`src/rtl/motor_move_sequencer.sv`:
```
// motor_move_sequencer: buffers absolute move commands and feeds motorCtrl one <=16-bit segment at a time,
// waiting for arrival (or timeout) and a settle dwell between segments.
module motor_move_sequencer #(
    parameter int          FIFO_DEPTH     = 4,
    parameter int          SETTLE_CYCLES  = 50000,
    parameter int          TIMEOUT_CYCLES = 250000000,
    parameter logic [23:0] VEL_DIV_MIN    = 24'h000115
) (
    input  logic        CLK_50MHZ,
    input  logic        RST_N,
    input  logic        cmd_valid,
    output logic        cmd_ready,
    input  logic [31:0] cmd_target,
    input  logic [23:0] cmd_velocity_div,
    input  logic        abort,
    input  logic [31:0] cur_position,
    output logic [23:0] velocityMax_div,
    output logic [15:0] deltaPos,
    output logic        dir,
    output logic        newPosSignal,
    output logic        busy,
    output logic [4:0]  fifo_count,
    output logic        move_done,
    output logic        timeout_err
);
    localparam int AW = (FIFO_DEPTH > 1) ? $clog2(FIFO_DEPTH) : 1;

    typedef enum logic [2:0] {IDLE, POP, CALC, ISSUE, WAIT, SETTLE} state_t;

    state_t        state, state_nx;
    logic [31:0]   fifo_tgt [FIFO_DEPTH];
    logic [23:0]   fifo_vel [FIFO_DEPTH];
    logic [AW-1:0] wr_ptr, rd_ptr, wr_idx;
    logic [31:0]   target, seg_end, cnt, delta, delta_abs;
    logic [23:0]   vel;
    logic [15:0]   mag;
    logic          push, pop, arrived, expired, flush, at_target;

    assign delta     = target - cur_position;
    assign delta_abs = delta[31] ? -delta : delta;
    assign mag       = |delta_abs[31:16] ? 16'hFFFF : delta_abs[15:0];
    assign arrived   = cur_position == seg_end;
    assign at_target = cur_position == target;
    assign expired   = state == WAIT && !arrived && cnt == 32'(TIMEOUT_CYCLES - 1);
    assign cmd_ready = fifo_count != 5'(FIFO_DEPTH) && !abort;
    assign push      = cmd_valid && cmd_ready;
    assign pop       = state == POP && !abort;
    assign flush     = abort || expired;
    // a push landing on the timeout flush becomes the sole entry
    assign wr_idx    = flush ? '0 : wr_ptr;

    always_ff @(posedge CLK_50MHZ or negedge RST_N) begin
        if (!RST_N) state <= IDLE;
        else        state <= state_nx;
    end

    always_comb begin
        state_nx = state;
        case (state)
            IDLE:    state_nx = (fifo_count != '0 && !timeout_err) ? POP : IDLE;
            POP:     state_nx = CALC;
            CALC:    state_nx = (delta == '0) ? IDLE : ISSUE;
            ISSUE:   state_nx = WAIT;
            WAIT:    state_nx = arrived ? SETTLE : expired ? IDLE : WAIT;
            SETTLE:  state_nx = (cnt != '0) ? SETTLE : at_target ? IDLE : CALC;
            default: state_nx = IDLE;
        endcase
        if (abort) state_nx = IDLE;
    end

    always_comb begin
        busy         = state != IDLE;
        newPosSignal = state == ISSUE && !abort;
        move_done    = !abort && ((state == CALC && delta == '0) || (state == SETTLE && cnt == '0 && at_target));
    end

    always_ff @(posedge CLK_50MHZ or negedge RST_N) begin
        if (!RST_N) begin
            wr_ptr     <= '0;
            rd_ptr     <= '0;
            fifo_count <= '0;
        end else if (flush) begin
            wr_ptr     <= AW'(push);
            rd_ptr     <= '0;
            fifo_count <= 5'(push);
        end else begin
            wr_ptr     <= wr_ptr + AW'(push);
            rd_ptr     <= rd_ptr + AW'(pop);
            fifo_count <= fifo_count + 5'(push) - 5'(pop);
        end
    end

    always_ff @(posedge CLK_50MHZ) begin
        if (push) begin
            fifo_tgt[wr_idx] <= cmd_target;
            fifo_vel[wr_idx] <= cmd_velocity_div;
        end
    end

    always_ff @(posedge CLK_50MHZ or negedge RST_N) begin
        if (!RST_N) begin
            target          <= '0;
            vel             <= '0;
            seg_end         <= '0;
            cnt             <= '0;
            deltaPos        <= '0;
            dir             <= 1'b0;
            velocityMax_div <= 24'h01E848;
            timeout_err     <= 1'b0;
        end else begin
            if (pop) begin
                target <= fifo_tgt[rd_ptr];
                vel    <= (fifo_vel[rd_ptr] < VEL_DIV_MIN) ? VEL_DIV_MIN : fifo_vel[rd_ptr];
            end
            if (state == CALC && state_nx == ISSUE) begin
                deltaPos        <= mag;
                dir             <= !delta[31];
                velocityMax_div <= vel;
                seg_end         <= delta[31] ? cur_position - 32'(mag) : cur_position + 32'(mag);
            end
            cnt <= state == ISSUE ? '0 :
                   state == WAIT ? (arrived ? 32'(SETTLE_CYCLES - 1) : cnt + 1) :
                   (state == SETTLE && cnt != '0) ? cnt - 1 : cnt;
            timeout_err <= abort ? 1'b0 : expired ? 1'b1 : timeout_err;
        end
    end
endmodule

```
`config.mk`:
```
export PLATFORM = sky130hd
export DESIGN_NAME = motor_move_sequencer
export DESIGN_NICKNAME = d
export VERILOG_FILES = /design/src/rtl/motor_move_sequencer.sv
export SDC_FILE = /design/constraint.sdc
export NUM_CORES = 1
export LEC_CHECK = 0
export ABC_AREA = 0
export CAP_MARGIN = 20
export CORE_MARGIN = 5
export CORE_UTILIZATION = 40
export CTS_BUF_LIST = sky130_fd_sc_hd__clkbuf_8
export CTS_CLUSTER_DIAMETER = 40
export DETAILED_ROUTE_END_ITERATION = 10
export SETUP_SLACK_MARGIN = 0.1
export SLEW_MARGIN = 20
export SYNTH_ARGS = -nofsm -noshare
export SYNTH_HDL_FRONTEND = slang
export SYNTH_SLANG_ARGS = --single-unit
```
`constraint.sdc`:
```
create_clock -name CLK_50MHZ -period 13.5 [get_ports CLK_50MHZ]
set_input_delay 2.7 -clock CLK_50MHZ [delete_from_list [all_inputs] [get_ports CLK_50MHZ]]
set_output_delay 2.7 -clock CLK_50MHZ [all_outputs]
set_load 0.005 [all_outputs]
```
; ---- Word level (Yosys, flattened, before mapping)
; Memories as Yosys holds them, arrays and structs flattened. A register that Yosys moved wholly into a read port is not among the register bits.
; Index checks and enable logic that the tools add are counted.
[classes]
add_sub_neg = 10
magnitude_cmp = 1
n_eq_ne = 10
mux = 24
reduce_logical = 29
[ops]
columns = cell, count
row1 = 32-bit two-way mux, 6
row2 = 32-bit equality test, 2
row3 = 32-bit logical NOT, 2
row4 = 32-bit by 1-bit adder with 32-bit output (second input constant), 1
row5 = 32-bit by 16-bit adder with 32-bit output, 1
row6 = 32-bit by 28-bit equality test with 1-bit output (second input constant), 1
row7 = 32-bit negator, 1
row8 = 32-bit nonzero test, 1
row9 = 32-bit by 1-bit subtractor with 32-bit output (second input constant), 1
row10 = 32-bit by 16-bit subtractor with 32-bit output, 1
row11 = 32-bit subtractor, 1
row12 = 24-bit by 9-bit less-than comparator with 1-bit output (second input constant), 1
row13 = 24-bit two-way mux, 1
row14 = 3-bit one-hot mux with 6 select lines, 1
row15 = 16-bit two-way mux, 1
row16 = 16-bit OR reduction, 1
row17 = 1-bit logical AND, 13
row18 = 3-bit two-way mux, 4
row19 = 2-bit two-way mux, 5
row20 = 3-bit by 2-bit equality test with 1-bit output (second input constant), 3
row21 = 3-bit equality test (second input constant), 2
row22 = 3-bit nonzero test, 2
row23 = 5-bit by 1-bit adder with 5-bit output, 1
row24 = 1-bit logical NOT, 5
row25 = 10 further kinds, 16
[word_totals]
ff_bits = 142
ram_bits = 224
in_bits = 92
output_inout_bits = 51
elab_cells = 87
n_memories = 2
[memory_table]
columns = name, depth, word_bits, read_ports, rd_ports_with_merged_regs, wr, line
row1 = fifo_tgt, 4, 32, 1, 1, 1, 31  ; logic [31:0] fifo_tgt [FIFO_DEPTH];
row2 = fifo_vel, 4, 24, 1, 0, 1, 32  ; logic [23:0] fifo_vel [FIFO_DEPTH];

; ---- Longest topological paths before layout
; Gate-level depths: netlist of the first run.
[depth]
word_depth = 10
mapped_depth = 40
depth_no_buf = 39

; ---- Worst setup path before layout of the first run
; No wires, ideal clock.
[synth_path]
path_type = input to register
start = input cur_position[0]
end = register seg_end[31]
setup_ns = 0.133
arrival_time_ns = 10.501
required_ns = 13.367
slack_ns = 2.866
stages = 37
path_buffers = 0
path_cell_list = ha_1 fa_1 xor2_2 nand3_1 nor3_2 nand4_1 nor4_4 and4_1 a211o_1 nand4_1 or4b_4 nor4b_4 nand2_1 inv_1 ha_1 and3_1 nor3b_1 a31oi_1 o211a_1 or4_1 nor3_1 xnor2_1 a21oi_1 a31o_1 ha_1 inv_1 nor3_1 o41ai_1 a211oi_1 o31a_1 nand4_1 a31o_2 o21ai_0 o41ai_1 o21ai_0 xnor2_1 o21ai_0
[synth_between]
word_cells_on_any_way = 23
classes_between = 4 x add/sub / 3 x eq/ne / 10 x mux / 6 x reduce/logical
[synth_rtl]
columns = element, line
row1 = "start, declared", 16  ; input logic [31:0] cur_position,
row2 = 32-bit subtractor (*), 39  ; assign delta = target - cur_position;
row3 = 32-bit negator, 40  ; assign delta_abs = delta[31] ? -delta : delta;
row4 = 32-bit two-way mux (*), 40
row5 = 16-bit OR reduction, 41  ; assign mag = |delta_abs[31:16] ? 16'hFFFF : delta_abs[15:0];
row6 = 16-bit two-way mux (*), 41
row7 = net mag[0], 36  ; logic [15:0] mag;
row8 = 32-bit by 16-bit adder with 32-bit output or 32-bit by 16-bit subtractor with 32-bit output (tied branches), 119  ; seg_end <= delta[31] ? cur_position - 32'(mag) : cur_position + 32'(mag);
row9 = 32-bit two-way mux (*), 119
row10 = "end signal, assigned", 119
row11 = "end, declared", 34  ; logic [31:0] target, seg_end, cnt, delta, delta_abs;
; The timed path passes the listed nets; every way through them passes the cells marked *.
; A chain may end at the register's enable or synchronous reset.

; ---- Worst setup path in the final report of the first run
[layout_path]
start = input cur_position[17]
end = register seg_end[30]
[layout_between]
elab_chain_len = 10
word_cells_on_any_way = 23
classes_between = 4 x add/sub / 3 x eq/ne / 10 x mux / 6 x reduce/logical
[layout_rtl]
columns = element
row1 = branches (longest 10 deep; another with 32-bit subtractor)
; Several ways; the timed one is not identified.

==> flow_metrics.py, run 1 <==
metrics = {
    "die": {
        "initial_utilization": 0.4027,
        "core_area_mm2": 0.05488,
        "die_area_mm2": 0.06005,
        "rows": 86,
        "dieHeight_um": 245.1,
        "die_w_um": 245.1,
        "io_pins": 143,
    },
    "setup_path": {
        "cp.depth": 35,
        "cp_top_family": "compound AO/OA/AOI/OAI gates",
        "cp-endpoint": "seg_end[30]$_DFFE_PN0P_",
        "r2r_slack_ps": 3410,
        "ff2ff_path_depth": 37,
        "setup.worst_path.class": "in2reg",
        "crit_fanout": 30,
        "max_stage_delay_ps": 740,
        "cp-startpoint": "cur_position[17]",
        "crit_buf_inv": 3,
        "cp-start-kind": "primary input",
        "path_common_cell": "ha_1",
        "critical_path_required_ps": 14000,
        "critical_path_arrival_ps": 12730,
        "end_kind": "register",
        "reg2reg_to": "seg_end[30]$_DFFE_PN0P_",
        "regToRegStartpoint": "target[0]$_DFFE_PN0P_",
        "slowest_stage": "a211oi_4",
    },
    "finish": {
        "finalInstanceArea_mm2": 0.02576,
        "layout_commonest_cell": "nand2_1",
        "multi_input_area_mm2": 0.01040,
        "layout.nets": 2438,
        "seqCellArea_mm2": 0.01109,
        "drive_gt1_frac": 0.1049,
        "layout.cells.most_common_list": "nand2_1, edfxtp_1, nor2_1, dfrtp_1, clkdlybuf4s50_1",
        "synthToLayoutAreaGrowth_pct": 16.56,
        "n_fill_cell": 5097,
    },
    "placed_design": {
        "place_congestion": 0.9393,
        "io_buffers": 142,
        "dp.final_hpwl_mm": 44.27,
        "placed_cell_area_mm2": 0.02425,
    },
    "sta": {
        "rsz0062_at_grt": "no",
        "slew_violations": 0,
        "finalSetupTns_ps": 0,
        "finalCriticalPeriod_ps": 12230,
        "slew_headroom": 0.3068,
        "finalCritPeriodShare": 0.9059,
        "worst_pin_slew_ps": 1036,
        "hold_viol": 0,
        "finClkSkew_ps": 35.25,
        "clock.fmax_mhz": 81.77,
        "setup_viol": 0,
    },
    "global_route": {
        "grt_pass1_wl_mm": 97.47,
        "grt_pass1_vias": 16968,
        "grt_max_degree": 90,
        "antenna_found_initial": 2,
        "grt_use_total": 0.2040,
        "grt_overflow": 0,
    },
    "power": {
        "p_leak_nw": 10.18,
        "total_power_mw": 5.876,
        "peakVddDrop_uv": 86.20,
        "power.density_mw_per_mm2": 228.1,
    },
    "synthesis": {
        "synth.top_cell.area_share": 0.3044,
        "ys_ff_latch": 398,
        "synth_nets": 2296,
        "synth_area_mm2": 0.02210,
        "synth_top_cell_by_area": "edfxtp_1",
        "synth_edf_count": 224,
        "synthDistinctLibCells": 96,
        "synth-adder-area-share": 0.04518,
        "synth_compound_area_frac": 0.1428,
        "yosysWarnings": 0,
        "seq_area_frac_synth": 0.5018,
        "synth_xor_area_frac": 0.04393,
        "synthSimpleGateAreaFrac": 0.1749,
        "synth_top_flop_cell": "edfxtp_1",
        "synthMuxAreaShare": 0.06081,
        "synth_top_family_by_area": "simple AND/OR/NAND/NOR gates",
        "netlist_instances": 2126,
        "async_flop_share": 0.4372,
        "ys_top_cells_by_area": "edfxtp_1, dfrtp_1, nand2_1",
        "avgSynthCellArea_um2": 10.40,
    },
    "clock_network": {
        "cts_tree": "yes",
        "cts_buffer_depth": 3,
        "clk_pin_slew_ps": 60,
        "clock_latency_ps": 670,
        "postCtsSetupRepairBufs": 0,
        "cts_hold_buffers": 0,
        "cts_resized": 0,
        "cts_buffers": 73,
        "cts_root_buf": "clkbuf_8",
        "cts_max_level": 3,
        "cts_sinks": 398,
    },
    "routing": {
        "wl_mm": 61.62,
        "vias_per_cell": 5.647,
        "ant_nets": 0,
        "avgRoutedWirePerCell_um": 20.31,
        "vias": 17133,
        "drc": 0,
        "drt_iter0_drc": 1474,
        "dr.pass1.iters": 7,
    },
    "hold_path": {
        "hp-class": "reg2reg",
        "holdPathStages": 2,
    },
    "outcome": {
        "status": "finished clean",
    },
    "run": {
        "maxCapViolCount": 0,
    },
}
registers in the layout, indices dropped and copies added, names as in the netlist, 3 cells and up:
name	count
fifo_tgt	128
fifo_vel	96
cnt	32
seg_end	32
target	32
vel	24
velocityMax_div	24
deltaPos	16
fifo_count	5
state	3
final cells by class:
cell class	instances	area share
Antenna cell	3	0.0002914
Clock buffer	82	0.04381
Clock inverter	52	0.01433
Inverter	66	0.009617
Multi-Input combinational cell	1559	0.4036
Sequential cell	398	0.4307
Tap cell	704	0.03419
Timing Repair Buffer	170	0.06348
synthesized netlist by cell type (all sizes together), types with 6 or more instances:
cell / count
a211o: 7
o21a: 18
a21boi: 6
a22oi: 10
a32oi: 6
o21bai: 11
a31oi: 44
o211ai: 12
nand2: 357
xor2: 69
nor3b: 6
nand2b: 8
a211oi: 19
and3: 31
nor2: 166
inv: 66
nor2b: 14
edfxtp: 224
xnor2: 41
o21ai: 129
nor4: 35
nand3: 46
a21oi: 103
o41ai: 12
clkbuf: 83
ha: 75
and2: 17
and4: 8
dfstp: 7
a41oi: 7
or2: 9
a31o: 6
nor3: 64
mux4: 57
or3: 16
o31ai: 8
dfrtp: 167
a21o: 33
buf: 19
mux2i: 6
nand4: 28
through the flow:
stage / std cells / utilization / setup slack (ps) / hold WS (ps)
finish: 3034 / 0.4694 / 1270 / 457.4
global route: 3032 / 0.4693 / 397.2 / 479.0
CTS: 3031 / 0.4693 / 1443 / 461.3
detailed placement: 2897 / 0.4420 / 749.5 / 451.9
global placement: 2897 / 0.4420 / 932.0 / 451.3
floorplan: 2126 / - / 2866 / 438.6
metal layers:
layer	up-vias	GRT usage	wire length, um
li1	8176	-	-
met5	-	0	0
met4	0	0.08350	2241
met1	8304	0.2816	27710
met2	530	0.3099	27380
met3	123	0.05052	4288
worst register-to-register path, delay by kind of cell, from the launching register on:
family	cells	cell delay, ps
compound gates	18	4280
buf+inv	2	290
xor+xnor	1	180
simple gates	12	3710
fa+ha+maj	4	1090
flops	1	350
worst min path at each step:
stage	to	slack (ps)	startpoint
after global routing	velocityMax_div[15]$_DFFE_PN1P_	480	velocityMax_div[15]$_DFFE_PN1P_
after global placement	velocityMax_div[6]$_DFFE_PN1P_	450	velocityMax_div[6]$_DFFE_PN1P_
after floorplan	velocityMax_div[10]$_DFFE_PN0P_	440	vel[10]$_DFFE_PN0P_
after CTS	velocityMax_div[6]$_DFFE_PN1P_	460	velocityMax_div[6]$_DFFE_PN1P_
after detailed placement	velocityMax_div[6]$_DFFE_PN1P_	450	velocityMax_div[6]$_DFFE_PN1P_
final	velocityMax_div[6]$_DFFE_PN1P_	460	velocityMax_div[6]$_DFFE_PN1P_
logic make-up (layout without fill, tap and decap cells):
kind of cell / Yosys count / after routing
AO/OA/AOI/OAI: 483 / 483
XOR/XNOR: 110 / 110
adder cells (fa/ha/maj): 78 / 78
buffers and inverters: 169 / 370
flip-flops: 398 / 398
multiplexers: 63 / 63
other: 0 / 3
AND/OR/NAND/NOR: 825 / 825
where the power goes:
group          internal (mW)  switching (mW)
Clock                  0.643           0.524
Combinational           1.15            1.81
Sequential              1.53           0.222
Total                   3.32            2.55
Note: power is estimated with default switching activity, not from simulation.
==> inputs of run 2 (changes only) <==
--- a/config.mk
+++ b/config.mk
@@ -7,11 +7,15 @@
 export LEC_CHECK = 0
 export ABC_AREA = 0
 export CAP_MARGIN = 20
+export CELL_PAD_IN_SITES_DETAIL_PLACEMENT = 1
+export CELL_PAD_IN_SITES_GLOBAL_PLACEMENT = 1
 export CORE_MARGIN = 5
 export CORE_UTILIZATION = 40
 export CTS_BUF_LIST = sky130_fd_sc_hd__clkbuf_8
 export CTS_CLUSTER_DIAMETER = 40
 export DETAILED_ROUTE_END_ITERATION = 10
+export PLACE_DENSITY_LB_ADDON = 0.1
+export REMOVE_ABC_BUFFERS = 1
 export SETUP_SLACK_MARGIN = 0.1
 export SLEW_MARGIN = 20
 export SYNTH_ARGS = -nofsm -noshare
==> flow_metrics.py, run 2 (synthesis results as in run 1) <==
metrics = {
    "global_route": {
        "grt_max_degree": 92,
        "grt_pass1_vias": 18324,
        "grt_pass1_wl_mm": 106.7,
        "grt_overflow": 0,
        "antenna_found_initial": 7,
        "grt_use_total": 0.2254,
    },
    "power": {
        "p_seq_frac": 0.293,
        "comb_power_share": 0.495,
        "total_power_mw": 6.037,
        "p_int_mw": 3.396,
        "switchingPower_mw": 2.640,
        "switching_share": 0.4374,
        "p_leak_nw": 10.32,
        "power.density_mw_per_mm2": 232.6,
        "clkPwrFrac": 0.212,
        "peakVddDrop_uv": 94.33,
    },
    "die": {
        "dieHeight_um": 245.1,
        "die_w_um": 245.1,
        "initial_utilization": 0.4027,
        "core_area_mm2": 0.05488,
        "io_pins": 143,
        "die_area_mm2": 0.06005,
        "rows": 86,
    },
    "finish": {
        "drive_gt1_frac": 0.1084,
        "largest_register": "fifo_tgt",
        "synthToLayoutAreaGrowth_pct": 17.42,
        "layout_commonest_cell": "nand2_1",
        "reg.largest.list": "fifo_tgt x128, fifo_vel x96",
        "utilization": 0.4729,
        "layout.nets": 2440,
        "layout.cells.most_common_list": "nand2_1, edfxtp_1, nor2_1, dfrtp_1, clkdlybuf4s50_1",
        "final_cells": 3040,
        "largest_reg_flops": 128,
    },
    "placed_design": {
        "dp.final_hpwl_mm": 48.47,
        "dp.cells": 2893,
        "place_congestion": 0.8949,
        "io_buffers": 142,
    },
    "setup_path": {
        "reg2reg_to": "seg_end[30]$_DFFE_PN0P_",
        "crit_fanout": 8,
        "setup.worst_path.class": "in2reg",
        "crit_buf_inv": 3,
        "cp_top_family": "compound AO/OA/AOI/OAI gates",
        "end_kind": "register",
        "cp-start-kind": "primary input",
        "critical_path_arrival_ps": 12990,
        "slowest_stage": "clkdlybuf4s50_1",
        "path_common_cell": "ha_1",
        "r2r_slack_ps": 3200,
        "ff2ff_path_depth": 35,
        "critical_path_required_ps": 14050,
        "regToRegStartpoint": "target[8]$_DFFE_PN0P_",
        "max_stage_delay_ps": 640,
    },
    "sta": {
        "hold_viol": 0,
        "slew_headroom": 0.3866,
        "setup_viol": 0,
        "finalSetupTns_ps": 0,
        "clock.fmax_mhz": 80.37,
        "rsz0062_at_grt": "no",
        "finalCritPeriodShare": 0.9217,
        "finalCriticalPeriod_ps": 12440,
        "finClkSkew_ps": 44.86,
        "slew_violations": 0,
        "worst_pin_slew_ps": 920.2,
    },
    "clock_network": {
        "clock_latency_ps": 690,
        "cts_root_buf": "clkbuf_8",
        "cts_tree": "yes",
        "clk_pin_slew_ps": 60,
        "cts_buffers": 78,
        "cts_buffer_depth": 3,
        "cts_max_level": 3,
        "cts_sinks": 398,
    },
    "hold_path": {
        "worstHoldEndpoint": "velocityMax_div[6]$_DFFE_PN1P_",
        "hp-class": "reg2reg",
        "holdPathStages": 2,
        "min-delay-start": "velocityMax_div[6]$_DFFE_PN1P_",
    },
    "outcome": {
        "status": "finished clean",
    },
    "routing": {
        "wl_met2_mm": 32.73,
        "wl_mm": 67.79,
        "dr.pass1.iters": 5,
        "maxUsedRoutingLayer": "met5",
        "met3_length_mm": 2.872,
        "vias": 17393,
        "vias_per_cell": 5.721,
        "drt_iter0_drc": 963,
        "wl_met1_mm": 29.74,
        "avgRoutedWirePerCell_um": 22.30,
        "ant_nets": 0,
        "drc": 0,
    },
    "run": {
        "maxCapViolCount": 0,
    },
}
run 2: cell count changes in the layout (fill, tap and decap cells not counted), moves of 2 or more:
cell and change:
clkbuf_8 +8, clkinv_2 +6, clkinvlp_4 -6, buf_4 -4
clkinv_1 -4, inv_1 +3, inv_6 -3, inv_16 +2
run 2: worst max-delay path by stage:
stage,cells after the start,start,to
final,37,cur_position[1],seg_end[30]$_DFFE_PN0P_
after global routing,37,cur_position[9],seg_end[31]$_DFFE_PN0P_
after CTS,37,cur_position[9],seg_end[30]$_DFFE_PN0P_
after detailed placement,37,cur_position[8],seg_end[30]$_DFFE_PN0P_
after global placement,39,cur_position[9],seg_end[31]$_DFFE_PN0P_
after floorplan,37,cur_position[12],seg_end[31]$_DFFE_PN0P_
run 2: per-layer routing:
| metal | GRT usage | up-vias |
|---|---|---|
| met4 | 0.08003 | 8 |
| li1 | - | 8176 |
| met3 | 0.04072 | 130 |
| met2 | 0.3781 | 331 |
| met5 | 0 | - |
| met1 | 0.2950 | 8748 |
run 2: worst reg2reg max path, delay by kind of cell, from the launching register on:
family	cells	cell delay, ps
and+or+nand+nor	10	3230
AOI/OAI and AO/OA	20	5000
adders and majority gates	3	1130
DFF	1	500
buffers and inverters	1	90
xor gates and xnor gates	1	180
run 2: repair_timing:
action / CTS / global route
hold buffers: 0 / 0
gates resized for setup: 0 / 1
setup endpoints to repair: 0 / 2
buffers inserted: 0 / 0
endpoints found under the hold margin: 0 / 0
run 2: area by class of cell:
cell class                 count  area (um^2)
fill                        5981        28930
sequential                   398        11090
multi-input combinational   1559        10420
timing repair buffer         167         1633
clock buffer                  90         1239
tap                          704        880.8
clock inverter                54        435.4
inverter                      66        247.7
antenna                        2        5.005
run 2: through the flow:
stage	hold WS, ps	setup WS, ps	area, um^2
floorplan	438.6	520.2	21670
global placement	446.5	642.7	24230
detailed placement	452.8	381.5	24230
CTS	460.8	1012	25900
global route	477.9	141.5	25950
finish	458.7	1057	25950
run 2: power groups by stage:
stage / Sequential, mW / Clock, mW / Combinational, mW
floorplan: 1.71 / 0 / 2.05
global placement: 1.78 / 0 / 2.94
detailed placement: 1.78 / 0 / 2.98
CTS: 1.76 / 1.33 / 2.99
global route: 1.79 / 1.39 / 3.31
finish: 1.77 / 1.28 / 2.99
==> patch 1 (settings of run 1) <==
Set the parameter `TIMEOUT_CYCLES` to 125000000 (it was 250000000).
--- a/src/rtl/motor_move_sequencer.sv
+++ b/src/rtl/motor_move_sequencer.sv
@@ -5,3 +5,3 @@
     parameter int          SETTLE_CYCLES  = 50000,
-    parameter int          TIMEOUT_CYCLES = 250000000,
+    parameter int          TIMEOUT_CYCLES = 125000000,
     parameter logic [23:0] VEL_DIV_MIN    = 24'h000115
Formal check against the unedited RTL: same outputs for any inputs over 4 cycles, from zero or initial values and one cycle with RST_N low; that may be too few to reach the edited logic, so the function may still have changed.
==> patch 1 against run 1 <==
- area after synthesis down 0.50%
- sequential cell count unchanged
- count of clock-buffer cells in the layout grew 1
- worst setup slack better by 830 ps
- die area is 0.48% lower
- design area shrank 0.28%
- wire length fell by 0.43%
- clock power is 7% higher
- highest routed layer is now met5
- sequential share of layout area increased by 0.12 points
- critical endpoint is now seg_end[31]
- power increased by 3.0%
- sequential power barely moved
==> patch 1: results <==
group,metric,value,unit
power_and_ir_drop,p_int,0.00346,W
synth,synth.mux.area_fraction,0.0759,
placed_design,gp_congestion,0.902,
setup_path,cp_max_fo,12,
synth,seq_area_frac_synth,0.504,
drt,vias_per_cell,5.64,
global_route,antenna_found_initial,4,
synth,syn-num-nets,2239,
drt,top_layer_used,"met5",
setup_path,rr_endpoint,"seg_end[31]",
synth,yosysUniqueCellTypes,90,
timing,fin_skew,46.8,ps
drt,drt_iter0_drc,1228,
setup_path,reg2reg_depth,32,
global_route,grt_pass1_wl,96.4,mm
setup_path,cpPeakStageDelay,750,ps
setup_path,crit_arrival,11940,ps
synth,synth_xor_area_frac,0.0474,
cts,cts_made_buffers,77,
min_path,min_to,"vel[22]",
synth,synth_area_leaders,"edfxtp_1 (31%), dfrtp_1 (19%), mux4_2 (5.7%), nand2_1 (5.2%), ha_1 (4.3%)",
min_path,hp-start,"vel[22]",
drt,wire_per_inst,20.6,um
placed_design,dp.cells,2832,
drt,dr_wl_met2,28.4,mm
layout,nFillCells,5057,
global_route,grt_pass1_vias,16700,
drt,wl_met1,28.1,mm
synth,ys.flop_type,"edfxtp_1",
layout,drive_gt1_frac,0.114,
synth,syn-instance-count,2069,
synth,synth_common_cells,"nand2_1 (305), edfxtp_1 (224), dfrtp_1 (167)",
layout,final_cells,2976,
global_route,grt_usage,0.203,
global_route,grt_max_degree,104,
outcome,outcome,"finished clean",
cts,clk_pin_slew_worst_paths,50,ps
synth,synthAdderAreaFrac,0.0454,
synth,synth_compound_area_frac,0.140,
cts,insertion_delay,700,ps
timing,worst_pin_slew,1060,ps
drt,wl_met3,3.18,mm
setup_path,rrSetupSlack,4210,ps
placed_design,hpwl,42.8,mm
cts,clockBufferDepth,3,
power_and_ir_drop,ir_drop,0.000107,V
power_and_ir_drop,leakage,10.0,nW
layout,fin_nets,2377,
timing,hold_ws,469,ps
drt,first_pass_iters,6,
patch 1: how the worst max path moves through the flow:
stage	start	endpoint
after floorplan	cur_position[0]	seg_end[30]
after CTS	cur_position[0]	seg_end[31]
final	cur_position[0]	seg_end[31]
after detailed placement	cur_position[0]	seg_end[31]
after global placement	cur_position[0]	seg_end[31]
after global routing	cur_position[0]	seg_end[31]
patch 1: final cells by class:
class                      instances  area (um^2)  share of cell area
multi-input combinational       1497        10200               0.399
clock inverter                    59          482              0.0188
clock buffer                      83         1140              0.0445
sequential                       398        11100               0.432
timing repair buffer             160         1560              0.0607
inverter                          73          274              0.0107
antenna                            2         5.00            0.000195
tap                              704          881              0.0343
patch 1: through the flow:
step / area [um^2] / setup slack [ps]
after floorplan: 22000 / 3280
after global placement: 24100 / 1820
after detailed placement: 24100 / 1500
after CTS: 25700 / 2270
after global routing: 25700 / 1560
final: 25700 / 2100
patch 1: power by group through the flow:
stage	Combinational, W	Clock [W]	Sequential, W
after detailed placement	0.00301	0	0.00177
after global routing	0.00336	0.00135	0.00178
after CTS	0.00302	0.00129	0.00175
after floorplan	0.00218	0	0.00168
after global placement	0.00301	0	0.00176
final	0.00305	0.00125	0.00175
patch 1: critical path: cells and delay by family:
kind,cells,cell delay [ps]
simple gates,14,3910
compound gates,10,2510
fa+ha+maj,4,1100
xor+xnor,2,850
buf+inv,1,490
mux,1,370
patch 1: per-layer routing:
| layer | track usage | vias to the layer above |
|---|---|---|
| met2 | 0.319 | 463 |
| met3 | 0.0373 | 104 |
| met5 | 0 | - |
| li1 | - | 7935 |
| met1 | 0.286 | 8282 |
| met4 | 0.0713 | 4 |
==> patch 2 (flow settings as in run 1) <==
Made on the original files. Compare `cnt` against `32'(TIMEOUT_CYCLES - 1)` with >= in place of ==.
--- a/src/rtl/motor_move_sequencer.sv
+++ b/src/rtl/motor_move_sequencer.sv
@@ -43,3 +43,3 @@
     assign at_target = cur_position == target;
-    assign expired   = state == WAIT && !arrived && cnt == 32'(TIMEOUT_CYCLES - 1);
+    assign expired   = state == WAIT && !arrived && cnt >= 32'(TIMEOUT_CYCLES - 1);
     assign cmd_ready = fifo_count != 5'(FIFO_DEPTH) && !abort;
Behaviour: no difference found for any inputs over 4 cycles, from zero or initial values and one cycle with RST_N low; that may be too few to reach the edited logic, so the function may still have changed.
==> patch 2 against run 1 <==
- critical path depth increased by 1
- area after synthesis is 0.64% higher
- worst setup slack improved by 170 ps
- wire length up 0.98%
- power increased by 1.8%
- combinational power grew 2%
- sequential cell count did not move
- largest power group unchanged
- design area up 1.0%
- die area is 0.62% higher
- sequential share of layout area fell by 0.44 points
==> patch 2: results <==
group,metric,value,unit
cts,clockBufferDepth,3,
setup_path,cp_max_fo,16,
drt,drt_iter0_drc,1317,
layout,reg_top3,"fifo_tgt (128), fifo_vel (96)",
cts,htree_levels,3,
synth,synth_area_leaders,"edfxtp_1 (30%), dfrtp_1 (19%), nand2_1 (6.0%), mux4_2 (5.7%), ha_1 (4.2%)",
synth,ys.flop_type,"edfxtp_1",
setup_path,cp-end-kind,"register",
layout,fin_nets,2449,
cts,cts_setup_buffers,0,
layout,drive_gt1_frac,0.107,
setup_path,regToRegStartpoint,"target[0]",
synth,ys_warn_count,0,
setup_path,critPathLaunch,"cur_position[0]",
synth,synth_edf_count,224,
setup_path,cp-endpoint,"seg_end[31]",
cts,insertion_delay,650,ps
global_route,grt_max_degree,114,
timing,fin_skew,41.6,ps
placed_design,place_ws,884,ps
synth,synth_common_cells,"nand2_1 (355), edfxtp_1 (224), dfrtp_1 (167)",
placed_design,port_buffers,142,
cts,cts_made_buffers,73,
synth,yosysUniqueCellTypes,99,
setup_path,reg2reg_depth,36,
placed_design,hpwl,44.1,mm
power_and_ir_drop,ir_drop,0.000122,V
drt,vias,17100,
timing,finalCritPeriodShare,0.893,
global_route,grt_pass1_wl,97.5,mm
setup_path,rrSetupSlack,3760,ps
global_route,antenna_found_initial,4,
global_route,grt_usage,0.205,
min_path,hp-class,"register to register",
setup_path,crit_arrival,12610,ps
drt,wire_per_inst,20.1,um
drt,drc,0,
setup_path,rr_endpoint,"seg_end[31]",
cts,clockRootBuffer,"clkbuf_8",
drt,first_pass_iters,6,
timing,worst_pin_slew,950,ps
synth,synthArstFlopShare,0.437,
cts,cts_resized,0,
layout,nFillCells,5174,
cts,clk_pin_slew_worst_paths,60,ps
outcome,outcome,"finished clean",
power_and_ir_drop,leakage,10.2,nW
synth,syn-num-nets,2309,
placed_design,gp_congestion,0.928,
setup_path,cpPeakStageDelay,760,ps
synth,seq_area_frac_synth,0.499,
setup_path,cpMaxStageDelayCell,"or4_4",
==> patch 2: cell count changes after synthesis, moves of 10 or more <==
cell	run 1	this run
clkbuf_1	81	70
xor2_1	68	58
a21oi_1	102	117
xnor2_1	41	55
and3_1	31	21
o31ai_1	7	24
a211oi_1	19	40
buf_2	3	20
a31oi_1	44	28
==> patch 2: through the flow <==
stage,hold WS [ps],instance area [um^2],cells
after detailed placement,450,24400,2951
after floorplan,439,22200,2139
after CTS,449,26000,3086
after global routing,481,26000,3089
after global placement,449,24400,2950
final,442,26000,3089
==> patch 2: worst min-delay path by stage <==
stage	cells past startpoint	slack [ps]	end	from
4_1_cts	2	450	velocityMax_div[18]	vel[18]
2_1_floorplan	2	440	velocityMax_div[10]	vel[10]
3_5_place_dp	2	450	velocityMax_div[8]	vel[8]
6_report	2	440	velocityMax_div[18]	vel[18]
3_3_place_gp	2	450	velocityMax_div[15]	velocityMax_div[15]
5_1_grt	2	480	velocityMax_div[16]	velocityMax_div[16]
==> patch 2: cell type report <==
| class | count | area [um^2] | area share |
|---|---|---|---|
| Clock inverter | 56 | 483 | 0.0186 |
| Timing Repair Buffer | 169 | 1660 | 0.0636 |
| Antenna cell | 2 | 5.00 | 0.000192 |
| Inverter | 69 | 259 | 0.00995 |
| Sequential cell | 398 | 11100 | 0.426 |
| Tap cell | 748 | 936 | 0.0360 |
| Multi-Input combinational cell | 1568 | 10500 | 0.404 |
| Clock buffer | 79 | 1090 | 0.0418 |
==> patch 2: layer usage <==
metal,track usage,wire (um),up-vias
li1,-,-,8209
met1,0.281,27900,8267
met2,0.317,27900,515
met3,0.0459,4080,110
met4,0.0817,2230,4
met5,0,40,-
==> patch 2: where the power goes <==
group          leakage, nW  total, W  internal (W)  switching, W
sequential            4.20   0.00173       0.00153      0.000200
clock                0.875   0.00123      0.000703      0.000527
combinational         5.14   0.00302       0.00121       0.00181
==> patch 2: cell families after synthesis <==
logic type	synth area share
muxes	0.0644
AOI/OAI and AO/OA	0.143
buffers and inverters	0.0313
xor gates and xnor gates	0.0460
adders and majority gates	0.0449
DFF	0.499
and+or+nand+nor	0.172
==> patch 2: worst max-delay path, delay by kind of cell <==
kind | cells | cell delay [ps]
AOI/OAI and AO/OA | 11 | 2330
adders and majority gates | 4 | 1280
buffers and inverters | 5 | 1240
and+or+nand+nor | 16 | 5040
